### src/rtl/alu_pkg.sv
// rtl/alu_pkg.sv - shared opcode, flag index and buffer state definitions for the ALU result stage
package alu_pkg;

  localparam int ALU_WIDTH = 64;
  localparam int ALU_FLAG_W = 4;

  // Bit positions inside the {N,Z,C,V} flag vector
  localparam int FLAG_N = 3;
  localparam int FLAG_Z = 2;
  localparam int FLAG_C = 1;
  localparam int FLAG_V = 0;

  typedef enum logic [1:0] {
    OP_AND = 2'b00,
    OP_OR  = 2'b01,
    OP_XOR = 2'b10,
    OP_ADD = 2'b11
  } alu_op_e;

  // Occupancy of the 2-entry skid buffer; the encoding equals the entry count
  typedef enum logic [1:0] {
    BUF_EMPTY = 2'd0,
    BUF_ONE   = 2'd1,
    BUF_TWO   = 2'd2
  } buf_state_e;

endpackage

### src/rtl/alu_skid_buf.sv
// rtl/alu_skid_buf.sv - generic 2-entry valid/ready skid buffer, head entry drives the output
module alu_skid_buf
  import alu_pkg::*;
#(
  parameter int PW = 68
) (
  input  logic          clk,
  input  logic          rst_n,
  input  logic          in_valid,
  output logic          in_ready,
  input  logic [PW-1:0] in_data,
  output logic          out_valid,
  input  logic          out_ready,
  output logic [PW-1:0] out_data
);

  buf_state_e    state_q;
  buf_state_e    state_d;
  logic [PW-1:0] head_q;
  logic [PW-1:0] tail_q;
  logic          accept;
  logic          emit;
  logic          load_head;
  logic          load_tail;
  logic          shift;

  // in_ready depends only on the registered state, so out_ready never reaches it combinationally
  assign in_ready  = (state_q != BUF_TWO);
  assign out_valid = (state_q != BUF_EMPTY);
  assign out_data  = head_q;
  assign accept    = in_valid && in_ready;
  assign emit      = out_valid && out_ready;

  // State register
  always_ff @(posedge clk or negedge rst_n) begin
    if (!rst_n) begin
      state_q <= BUF_EMPTY;
    end else begin
      state_q <= state_d;
    end
  end

  // Next-state and slot write controls; head is the oldest entry, tail the second
  always_comb begin
    state_d   = state_q;
    load_head = 1'b0;
    load_tail = 1'b0;
    shift     = 1'b0;
    case (state_q)
      BUF_EMPTY: begin
        if (accept) begin
          state_d   = BUF_ONE;
          load_head = 1'b1;
        end
      end
      BUF_ONE: begin
        if (accept && emit) begin
          load_head = 1'b1;
        end else if (accept) begin
          state_d   = BUF_TWO;
          load_tail = 1'b1;
        end else if (emit) begin
          state_d = BUF_EMPTY;
        end
      end
      BUF_TWO: begin
        if (emit) begin
          state_d = BUF_ONE;
          shift   = 1'b1;
        end
      end
      default: begin
        state_d = BUF_EMPTY;
      end
    endcase
  end

  // Entry storage; head only changes on an accept into an empty/draining slot or a shift, so it is stable under stall
  always_ff @(posedge clk or negedge rst_n) begin
    if (!rst_n) begin
      head_q <= '0;
      tail_q <= '0;
    end else begin
      if (load_head) begin
        head_q <= in_data;
      end else if (shift) begin
        head_q <= tail_q;
      end
      if (load_tail) begin
        tail_q <= in_data;
      end
    end
  end

endmodule

### src/rtl/alu_result_stage.sv
// rtl/alu_result_stage.sv - ALU result select, NZCV flags, skid buffer and sticky overflow; option ALU_RESULT_PARITY_EN
module alu_result_stage
  import alu_pkg::*;
#(
  parameter int WIDTH  = ALU_WIDTH,
  parameter int FLAG_W = ALU_FLAG_W
) (
  input  logic             clk,
  input  logic             rst_n,
  input  logic             in_valid,
  output logic             in_ready,
  input  logic [1:0]       in_op,
  input  logic [WIDTH-1:0] and_y,
  input  logic [WIDTH-1:0] or_y,
  input  logic [WIDTH-1:0] xor_y,
  input  logic [WIDTH-1:0] sum_y,
  input  logic             sum_cout,
  input  logic             sum_ovf,
  output logic             out_valid,
  input  logic             out_ready,
  output logic [WIDTH-1:0] out_result,
  output logic [FLAG_W-1:0] out_flags,
`ifdef ALU_RESULT_PARITY_EN
  output logic             out_parity,
`endif
  output logic             sticky_ovf,
  input  logic             ovf_clr
);

`ifdef ALU_RESULT_PARITY_EN
  localparam int PW = WIDTH + FLAG_W + 1;
`else
  localparam int PW = WIDTH + FLAG_W;
`endif

  alu_op_e          op;
  logic [WIDTH-1:0] res;
  logic [FLAG_W-1:0] flg;
  logic [PW-1:0]    buf_in;
  logic [PW-1:0]    buf_out;
  logic             accept;

  assign op     = alu_op_e'(in_op);
  assign accept = in_valid && in_ready;

  // Result select by opcode
  always_comb begin
    res = and_y;
    case (op)
      OP_AND:  res = and_y;
      OP_OR:   res = or_y;
      OP_XOR:  res = xor_y;
      OP_ADD:  res = sum_y;
      default: res = and_y;
    endcase
  end

  // Flag derivation; carry and overflow only carry meaning for the adder
  always_comb begin
    flg         = '0;
    flg[FLAG_N] = res[WIDTH-1];
    flg[FLAG_Z] = (res == '0);
    if (op == OP_ADD) begin
      flg[FLAG_C] = sum_cout;
      flg[FLAG_V] = sum_ovf;
    end
  end

`ifdef ALU_RESULT_PARITY_EN
  assign buf_in     = {^res, flg, res};
  assign out_parity = buf_out[PW-1];
`else
  assign buf_in = {flg, res};
`endif
  assign out_result = buf_out[WIDTH-1:0];
  assign out_flags  = buf_out[WIDTH+FLAG_W-1:WIDTH];

  alu_skid_buf #(
    .PW(PW)
  ) u_buf (
    .clk       (clk),
    .rst_n     (rst_n),
    .in_valid  (in_valid),
    .in_ready  (in_ready),
    .in_data   (buf_in),
    .out_valid (out_valid),
    .out_ready (out_ready),
    .out_data  (buf_out)
  );

  // Sticky overflow: an accepted overflowing ADD beats a same-cycle clear
  always_ff @(posedge clk or negedge rst_n) begin
    if (!rst_n) begin
      sticky_ovf <= 1'b0;
    end else if (accept && (op == OP_ADD) && sum_ovf) begin
      sticky_ovf <= 1'b1;
    end else if (ovf_clr) begin
      sticky_ovf <= 1'b0;
    end
  end

endmodule
### config.mk
export PLATFORM = sky130hd
export DESIGN_NAME = alu_result_stage
export DESIGN_NICKNAME = d
export VERILOG_FILES = /design/src/rtl/alu_pkg.sv /design/src/rtl/alu_skid_buf.sv /design/src/rtl/alu_result_stage.sv
export SDC_FILE = /design/constraint.sdc
export NUM_CORES = 1
export LEC_CHECK = 0
export CELL_PAD_IN_SITES_DETAIL_PLACEMENT = 0
export CELL_PAD_IN_SITES_GLOBAL_PLACEMENT = 1
export CORE_MARGIN = 4
export CORE_UTILIZATION = 33
export DETAILED_ROUTE_END_ITERATION = 10
export GPL_TIMING_DRIVEN = 1
export PLACE_DENSITY = 0.8
export REMOVE_ABC_BUFFERS = 1
export SYNTH_ARGS = -nofsm -noshare
export SYNTH_HDL_FRONTEND = slang
export SYNTH_HIERARCHICAL = 1
export SYNTH_SLANG_ARGS = --single-unit
### constraint.sdc
create_clock -name clk -period 1.95 [get_ports clk]
set_input_delay 0.195 -clock clk [delete_from_list [all_inputs] [get_ports clk]]
set_output_delay 0.195 -clock clk [all_outputs]
set_load 0.005 [all_outputs]
; ---- Word level (Yosys, flattened, before mapping)
; Index checks and enable logic that the tools add are counted.
[totals]
regBits = 139
in_bits = 265
output_inout_bits = 71
wordCells = 45
[classes]
eq_ne = 10
n_mux = 19
n_reduce_logical = 12
[ops]
columns = op, count
row1 = 64-bit case mux with 4 select lines, 1
row2 = 68-bit two-way mux, 2
row3 = 64-bit logical NOT, 1
row4 = 2-bit two-way mux, 6
row5 = 1-bit two-way mux, 8
row6 = "2-bit equality test, second input constant", 3
row7 = "2-bit inequality test, second input constant", 3
row8 = 2-bit case mux with 3 select lines, 1
row9 = 2-bit nonzero test, 3
row10 = 1-bit logical AND, 5
row11 = "2-bit by 1-bit equality test with 1-bit output, second input constant", 2
row12 = 2-bit logical NOT, 2
row13 = 4-bit AND reduction, 1
row14 = "3-bit by 2-bit inequality test with 1-bit output, second input constant", 1
row15 = "2-bit by 1-bit inequality test with 1-bit output, second input constant", 1
row16 = 1-bit case mux with 2 select lines, 1

; ---- Longest topological paths before layout
; Gate-level depths: netlist (run 1).
[depth]
ltp_word = 6
depth_mapped = 7

; ---- Modules after synthesis
; Netlist (run 1), hierarchy kept.
[modules_own_cells]
columns = mod, instances, cells_each, area_each_um2, seq_area_each_um2
row1 = alu_skid_buf, 1, 387, 5769.3, 3453.3
row2 = alu_result_stage, 1, 105, 1808.0, 25.0

; ---- Worst setup path before layout (run 1)
; No wires, ideal clock.
[synth_path]
kind = input-to-reg
startpoint = input in_op[1]
endpoint = register u_buf.head_q[66] (netlist: u_buf/out_data[66])
arrival_ps = 2094
t_required_ps = 1885
setup_slack_ps = -209
cell_stages = 7
n_path_buf = 2
cell_sequence = clkbuf_1 clkbuf_1 mux4_1 nor4_1 nand4_1 nor4_2 o221a_2
[synth_between]
elab_chain_cells = 4
[synth_lines]
columns = element, line_no
row1 = from (decl), alu_result_stage.sv:12  ; input logic [1:0] in_op,
row2 = "2-bit equality test, or another cell as far along", alu_result_stage.sv:49  ; case (op)
row3 = 64-bit case mux with 4 select lines *, alu_result_stage.sv:49
row4 = named net buf_in[42], alu_result_stage.sv:39  ; logic [PW-1:0] buf_in;
row5 = 64-bit logical NOT *, alu_result_stage.sv:62  ; flg[FLAG_Z] = (res == '0);
row6 = named net buf_in[66], alu_result_stage.sv:39
row7 = 68-bit two-way mux *, alu_skid_buf.sv:84  ; if (load_head) begin
row8 = to (signal assigned), alu_skid_buf.sv:85  ; head_q <= in_data;
row9 = to (signal assigned), alu_skid_buf.sv:87  ; head_q <= tail_q;
row10 = to (decl), alu_skid_buf.sv:19  ; logic [PW-1:0] head_q;
; Mark *: on every way through the listed nets, which the timed path passes. The rest lies on a longest branch.
; A chain may end at the register's enable or synchronous reset.

; ---- Worst setup path after layout (run 1)
[layout_path]
startpoint = input xor_y[45]
endpoint = register u_buf.head_q[66] (netlist: u_buf/out_data[66])
[layout_between]
elab_chain_cells = 3
[layout_lines]
columns = element, line_no
row1 = from (decl), alu_result_stage.sv:15  ; input logic [WIDTH-1:0] xor_y,
row2 = 64-bit case mux with 4 select lines, alu_result_stage.sv:49
row3 = named net buf_in[45], alu_result_stage.sv:39
row4 = 64-bit logical NOT, alu_result_stage.sv:62
row5 = named net buf_in[66], alu_result_stage.sv:39
row6 = 68-bit two-way mux, alu_skid_buf.sv:84
; The timed path passes the listed nets, and every way through them passes these cells.

==> results of run 1 <==
[flip-flops by register name, indices dropped and copies added, names as in the netlist]
| register | count |
|---|---|
| sticky_ovf | 1 |
| u_buf/out_data | 68 |
| u_buf/state_q | 2 |
| u_buf/tail_q | 68 |
[power groups by stage]
stage | Sequential [W] | Combinational [W] | Clock, W
finish | 0.00453 | 0.00406 | 0.00329
global route | 0.00467 | 0.00436 | 0.00349
CTS | 0.00453 | 0.00407 | 0.00338
floorplan | 0.00448 | 0.00161 | 0
detailed placement | 0.00455 | 0.00402 | 0
global placement | 0.00453 | 0.00394 | 0
[cells in the final DEF, fill, tap and decap left out, drive strengths merged, types with 5 or more instances in the layout]
master	instances
buf	114
clkbuf	22
clkdlybuf4s50	330
clkinvlp	5
dfrtp	139
mux2	68
mux4	64
nor4	17
o221a	66
or2	67
[how the worst max path moves through the flow]
| stage | to | startpoint | slack (ps) | cells past startpoint |
|---|---|---|---|---|
| finish | u_buf/out_data[66] | xor_y[45] | -20 | 6 |
| global route | u_buf/out_data[66] | in_op[0] | -130 | 8 |
| CTS | u_buf/out_data[66] | in_op[0] | -1 | 8 |
| detailed placement | u_buf/out_data[66] | in_op[0] | -630 | 8 |
| global placement | u_buf/out_data[66] | in_op[0] | -630 | 8 |
| floorplan | u_buf/tail_q[0] | u_buf/state_q[1] | -460 | 3 |
[kinds of logic after synthesis]
kind of cell,Yosys count,share of synthesized area (%)
flops,139,45.9
mux,135,31.6
simple gates,102,8.78
compound gates,73,10.3
buf+inv,43,3.37
[worst max-delay path, cell delays in order]
cell             delay, ps
clkdlybuf4s50_1        460
mux4_1                 570
nor4_2                 340
nand4_1                190
nor4_2                 340
o221a_2                220
[area by class of cell]
cell class,count,share of cell area (%)
timing repair buffer,450,34.7
multi-input combinational,310,30.8
sequential,139,27.0
clock buffer,19,3.36
tap,285,2.77
clock inverter,13,1.30
inverter,1,0.0292
[per-layer routing]
metal / track usage, % / vias up / wire length [µm]
li1: - / 2867 / -
met2: 32.0 / 233 / 12200
met1: 23.3 / 3130 / 10400
met5: 0 / - / 0
met4: 5.21 / 0 / 323
met3: 4.76 / 23 / 1520
[through the flow]
step / power (W) / TNS (ps) / std cells / util (%) / setup slack, ps
final: 0.0119 / -19.2 / 1217 / 56.8 / -19.2
after global routing: 0.0125 / -225 / 1217 / 56.8 / -132
after CTS: 0.0120 / -1.29 / 1211 / 56.2 / -1.29
after detailed placement: 0.00858 / -1220 / 1173 / 52.9 / -626
after global placement: 0.00847 / -1230 / 1173 / 52.9 / -632
after floorplan: 0.00609 / -57310 / 450 / - / -455
[repair_timing]
action                     4_1_cts  5_1_grt
pin swaps                        6        9
hold endpoints to repair        44        0
hold buffers                     1        0
buffers inserted                 6        3
resized for setup               20       12
setup endpoints to repair        2        2
gates cloned                     0        3
==> summary.md, run 1 <==
| Metric | Value |
|---|---|
| CTS Sinks | `139` |
| Fmax | `0.508 GHz` |
| Initial DRC Count | `219` |
| I/O Pins | `336` |
| Setup slack, reg-to-reg | `roughly 290 ps` |
| Root Driver | `clkbuf_16` |
| Count leader, synth | `dfrtp_1` |
| GRT Overall Usage | `18.6%` |
| Worst IR Drop VDD | `0.395 mV` |
| Worst Max-Slew Pin Slew | `between 400 and 500 ps` |
| Ant diodes | `0` |
| Site row count | `55` |
| Top cells by area, synth | `dfrtp_1 46%, mux4_2 12%, mux4_1 7.6%` |
| PwrDens | `924 nW/µm²` |
| Main synth FF type | `dfrtp_1` |
| Mapped Area | `7580 µm²` |
| Worst-path maximum fanout | `2` |
| Htree depth | `4` |
| Internal | `between 0.008 and 0.009 W` |
| Mean post-synth cell area | `between 15 and 20 µm²` |
| Share of the synthesized area in the top cell type | `45.9%` |
| Sequential cell area fraction in the yosys report | `45.9%` |
| Setup crit end kind | `flip-flop` |
| List of most frequent post-synthesis cells | `139 x dfrtp_1, 42 x mux4_2, 40 x o221a_1, 36 x or2_1, 31 x or2_2` |
| Unique masters post-synth | `35` |
| Area occupied by multi-input gates | `between 3000 and 4000 µm²` |
| Switch Pwr | `about 0.0031 W` |
| WL/cell | `20.1 µm` |
| CP required | `2310 ps` |
| Total CTS buffers | `17` |
| Tcrit/Tclk final | `101%` |
| Leak | `a little over 5 nW` |
| RR Endpoint | `u_buf/tail_q[32]` |
| Gate power share | `34.2%` |
| Post-synth ARST share | `between 90% and 100%` |
| Routed WL | `about 24 mm` |
| Global-route wire length before repair | `around 38 mm` |
| Max cap viols | `0` |
| Slew Viols, Final | `0` |
| Worst r2r path cells | `4` |
| Area Overhead vs Synth | `69.8%` |
| Reg clk slew, reported paths | `60 ps` |
| I/O Buffers | `about 340` |
| Largest net degree at the start of global routing | `49` |
| Die Area | `25400 µm²` |
| Vias in the first global route | `6852` |
| Die W | `160 µm` |
| Routed Antenna Nets | `0` |
| Hold Crit Class | `primary input to async pin` |
| Final setup fails | `1` |
| Total number of vias | `6253` |
| Fill cell count | `roughly 1900` |
| Final hold vios | `0` |
| Worst slew margin | `67.1%` |
| Clock power frac | `roughly 28%` |
| Routability Congestion | `approximately 0.74` |
| Post-route DRC | `0` |
| CORE AREA | `about 23000 µm²` |
| Unrepaired setup endpoints after global routing | `true` |
| Worst EP arrival | `between 2000 and 2500 ps` |
| Hold WS | `302 ps` |
| Minimum clock period | `1970 ps` |
| Area leader, netlist | `dfrtp_1` |
| Reg-to-Reg Start | `u_buf/state_q[1]` |
| CTS max path bufs | `2` |
| Post-route cell area | `around 13000 µm²` |
| Final HPWL DP | `18.2 mm` |
| DRT Pass-1 Iters | `4` |
| Vias/cell | `5.14` |
| Initial antenna violation count | `0` |
| Share of cells above drive strength 1 | `34.3%` |
| Worst setup SP type | `primary input` |
| Initial Utilization | `approximately a third` |
| Clock latency on the worst-skew pair | `420 ps` |
| Syn. warnings | `6` |
| Gr ovfl total | `0` |
| EDFF count, synth | `0` |
| Setup ws final | `-19.2 ps` |
| Yosys reg bits | `139` |
| CTS tree | `yes` |
| Status | `finished with violations` |
| Crit Path Class | `primary input to flip-flop` |
| Post-Place Cell Area | `12000 µm²` |
| Sequential share of power | `38.1%` |
| Vert. Die Dim | `160 µm` |
| Post-synthesis cell count | `a little under 500` |
| Sw Share | `26.5%` |
| Failing checks | `negative setup slack` |
| FF+latch area | `approximately 3500 µm²` |
| Final #Nets | `around 1200` |
| Clock Skews | `about 16 ps` |
(Power assumes the default switching activity.)
==> run 2, diff against run 1 <==
ABC_AREA = 1   (was unset)
CORE_UTILIZATION = 31   (was 33)
PLACE_DENSITY = 0.82   (was 0.8)
==> summary.md, run 2 <==
| Metric | Value |
|---|---|
| Status | `finished clean` |
| Share of cells above drive strength 1 | `8.27% (-26 points)` |
| Total CTS buffers | `17 (unchanged)` |
| Clock latency on the worst-skew pair | `420 ps (about the same)` |
| CTS tree | `yes` |
| Global-route wire length before repair | `52.4 mm (+38%)` |
| Largest net degree at the start of global routing | `78 (+59%)` |
| Gr ovfl total | `0 (unchanged)` |
| Initial antenna violation count | `0 (unchanged)` |
| Routed WL | `32.3 mm (+32%)` |
| Vias/cell | `4.61 (-10%)` |
| Die Area | `32400 µm² (+27%)` |
| Worst-path maximum fanout | `6 (+4)` |
| Reg-to-Reg Start | `u_buf/state_q[1]` |
| Area Overhead vs Synth | `52.8%` |
| Routed Antenna Nets | `0 (unchanged)` |
| Reg clk slew, reported paths | `70 ps (about the same)` |
| Setup crit end kind | `output port` |
| Final #Nets | `2054 (+73%)` |
| Setup TNS | `0 ps (+19.2 ps)` |
| DRT Pass-1 Iters | `5 (+1)` |
| Mapped Area | `9170 µm² (+21%)` |
| Max cap viols | `0 (unchanged)` |
| Worst setup SP type | `flip-flop` |
| Fmax | `0.566 GHz (+12%)` |
| Final setup fails | `0 (-1)` |
| I/O Buffers | `335 (unchanged)` |
| Syn. warnings | `6 (unchanged)` |
| Leak | `7.03 nW (+40%)` |
| Vias in the first global route | `9862 (+44%)` |
| Hold Crit Class | `primary input to async pin` |
| Setup Fix Bufs, Post-CTS | `0 (-6)` |
| Final Non-Filler Cells | `2186 (+80%)` |
| WL/cell | `14.8 µm (-26%)` |
| Met2 wire len | `15.2 mm (+24%)` |
| Unrepaired setup endpoints after global routing | `false` |
| Worst IR Drop VDD | `0.559 mV (+42%)` |
| Count leader, synth | `nand2_1` |
| Initial DRC Count | `720 (+230%)` |
| CTS max path bufs | `2 (unchanged)` |
| Die W | `180 µm (+13%)` |
| Minimum clock period | `1770 ps (-203 ps)` |
| Site row count | `62 (+13%)` |
| Sequential share of power | `37.7% (-0.4 points)` |
| Slew Viols, Final | `0 (unchanged)` |
| Switch Pwr | `0.00370 W (+18%)` |
| Top Layer Used | `met4` |
| Sw Share | `33.0% (+6.5 points)` |
| Main synth FF type | `dfrtp_1` |
| Unique masters post-synth | `20 (-43%)` |
| Hold WS | `258 ps (-43.8 ps)` |
| Gate power share | `35.7% (+1.5 points)` |
| Clock power frac | `26.5% (-1.2 points)` |
| CORE AREA | `28900 µm² (+28%)` |
| RR Endpoint | `u_buf/out_data[33]` |
| Crit path from | `u_buf/state_q[1]` |
| Sequential cell area fraction in the yosys report | `37.9% (-8.0 points)` |
| Worst EP arrival | `1570 ps (-750 ps)` |
| EDFF count, synth | `0 (unchanged)` |
| Commonest non-fill, non-tap cell in the layout | `nand2_1` |
| Setup slack, reg-to-reg | `430 ps (+140 ps)` |
| Post-synth ARST share | `100% (unchanged)` |
| Post-route DRC | `0 (unchanged)` |
| Ant diodes | `0 (unchanged)` |
| Top cells by area, synth | `dfrtp_1 38%, nand3_1 18%, nand2_1 14%` |
| Cells after DPL | `2153 (+84%)` |
| Crit Path Class | `flip-flop to output port` |
| Routability Congestion | `0.859 (+17%)` |
| PwrDens | `800 nW/µm² (-13%)` |
| Final hold vios | `0 (unchanged)` |
| Worst Max-Slew Pin Slew | `631 ps (+138 ps)` |
| Total number of vias | `10100 (+61%)` |
| Final HPWL DP | `24.2 mm (+33%)` |
| CP required | `1750 ps (-560 ps)` |
| Most frequent cells in the layout | `340 x nand2_1, 332 x clkdlybuf4s50_1, 324 x nand3_1, 253 x inv_1, 138 x dfrtp_1` |
| Fill cell count | `2951 (+58%)` |
| Internal | `0.00751 W (-14%)` |
| Worst r2r path cells | `5 (+1)` |
| List of most frequent post-synthesis cells | `340 x nand2_1, 324 x nand3_1, 253 x inv_1, 139 x dfrtp_1, 111 x nor2_1` |
| Mean post-synth cell area | `6.35 µm² (-59%)` |
| GRT Overall Usage | `19.7% (+1.1 points)` |
| Metal-1 WL | `14.3 mm (+38%)` |
| Share of the synthesized area in the top cell type | `37.9% (-8.0 points)` |
| Tcrit/Tclk final | `90.6% (-10 points)` |
| Yosys reg bits | `139 (unchanged)` |
| Worst slew margin | `57.9% (-9.2 points)` |
| I/O Pins | `336 (unchanged)` |
| Clock Skews | `18.8 ps (+3.14 ps)` |
| Htree depth | `4 (unchanged)` |
| Vert. Die Dim | `180 µm (+13%)` |
| Initial Utilization | `31.7% (-1.8 points)` |
| Root Driver | `clkbuf_16` |
| Metal3 WL | `2.17 mm (+43%)` |
| CTS Sinks | `139 (unchanged)` |
| Area leader, netlist | `dfrtp_1` |
| Post-synthesis cell count | `1444 (+190%)` |
run 2: cell families after synthesis:
logic type | synth area share, %
buffers and inverters | 15.6
AO/OA/AOI/OAI | 7.97
flip-flops | 37.9
AND/OR/NAND/NOR | 38.5
run 2: per-layer routing:
metal	vias up	GRT usage [%]
met5	-	0
met3	35	4.85
met4	0	5.55
met1	4566	25.6
met2	306	32.7
li1	5179	-
run 2: stage by stage:
stage / cell area (µm²) / setup WS [ps] / utilization, % / power [W]
floorplan: 8710 / -445 / - / 0.00592
detailed placement: 13500 / -261 / 46.6 / 0.00832
global placement: 13500 / -283 / 46.6 / 0.00825
finish: 14000 / 184 / 48.4 / 0.0112
CTS: 14000 / 47.1 / 48.4 / 0.0114
global route: 14000 / 22.1 / 48.4 / 0.0121
run 2: area by class of cell:
class / count / area [µm²] / share of cell area (%)
repair buffers: 422 / 4280 / 30.5
multi-input cells: 950 / 4280 / 30.5
flip-flops and latches: 139 / 3480 / 24.8
inverters: 259 / 972 / 6.94
well taps: 384 / 480 / 3.43
clock buffers: 18 / 429 / 3.06
clock inverters: 14 / 96.3 / 0.688
run 2: worst max-delay path by stage:
stage	endpoint	slack (ps)	cells past startpoint
5_1_grt	u_buf/out_data[66]	20	16
3_3_place_gp	u_buf/out_data[66]	-280	17
2_1_floorplan	u_buf/out_data[0]	-440	4
6_report	out_valid	180	3
3_5_place_dp	u_buf/out_data[66]	-260	17
4_1_cts	out_valid	50	3
run 2: timing repair:
item | in CTS | in global routing
endpoints found under the hold margin | 40 | 0
gates resized for setup | 0 | 2
setup endpoints to repair | 0 | 2
hold buffers | 1 | 0
run 2: power by group through the flow:
| stage | Combinational (W) | Clock (W) | Sequential, W |
|---|---|---|---|
| after floorplan | 0.00168 | 0 | 0.00424 |
| final | 0.00401 | 0.00298 | 0.00423 |
| after CTS | 0.00407 | 0.00306 | 0.00423 |
| after global placement | 0.00401 | 0 | 0.00424 |
| after global routing | 0.00453 | 0.00321 | 0.00434 |
| after detailed placement | 0.00404 | 0 | 0.00427 |
run 2: worst max-delay path: stages (launching register included):
cell             delay, ps
dfrtp_2                480
inv_1                   80
nand2_1                 90
clkdlybuf4s50_1        500
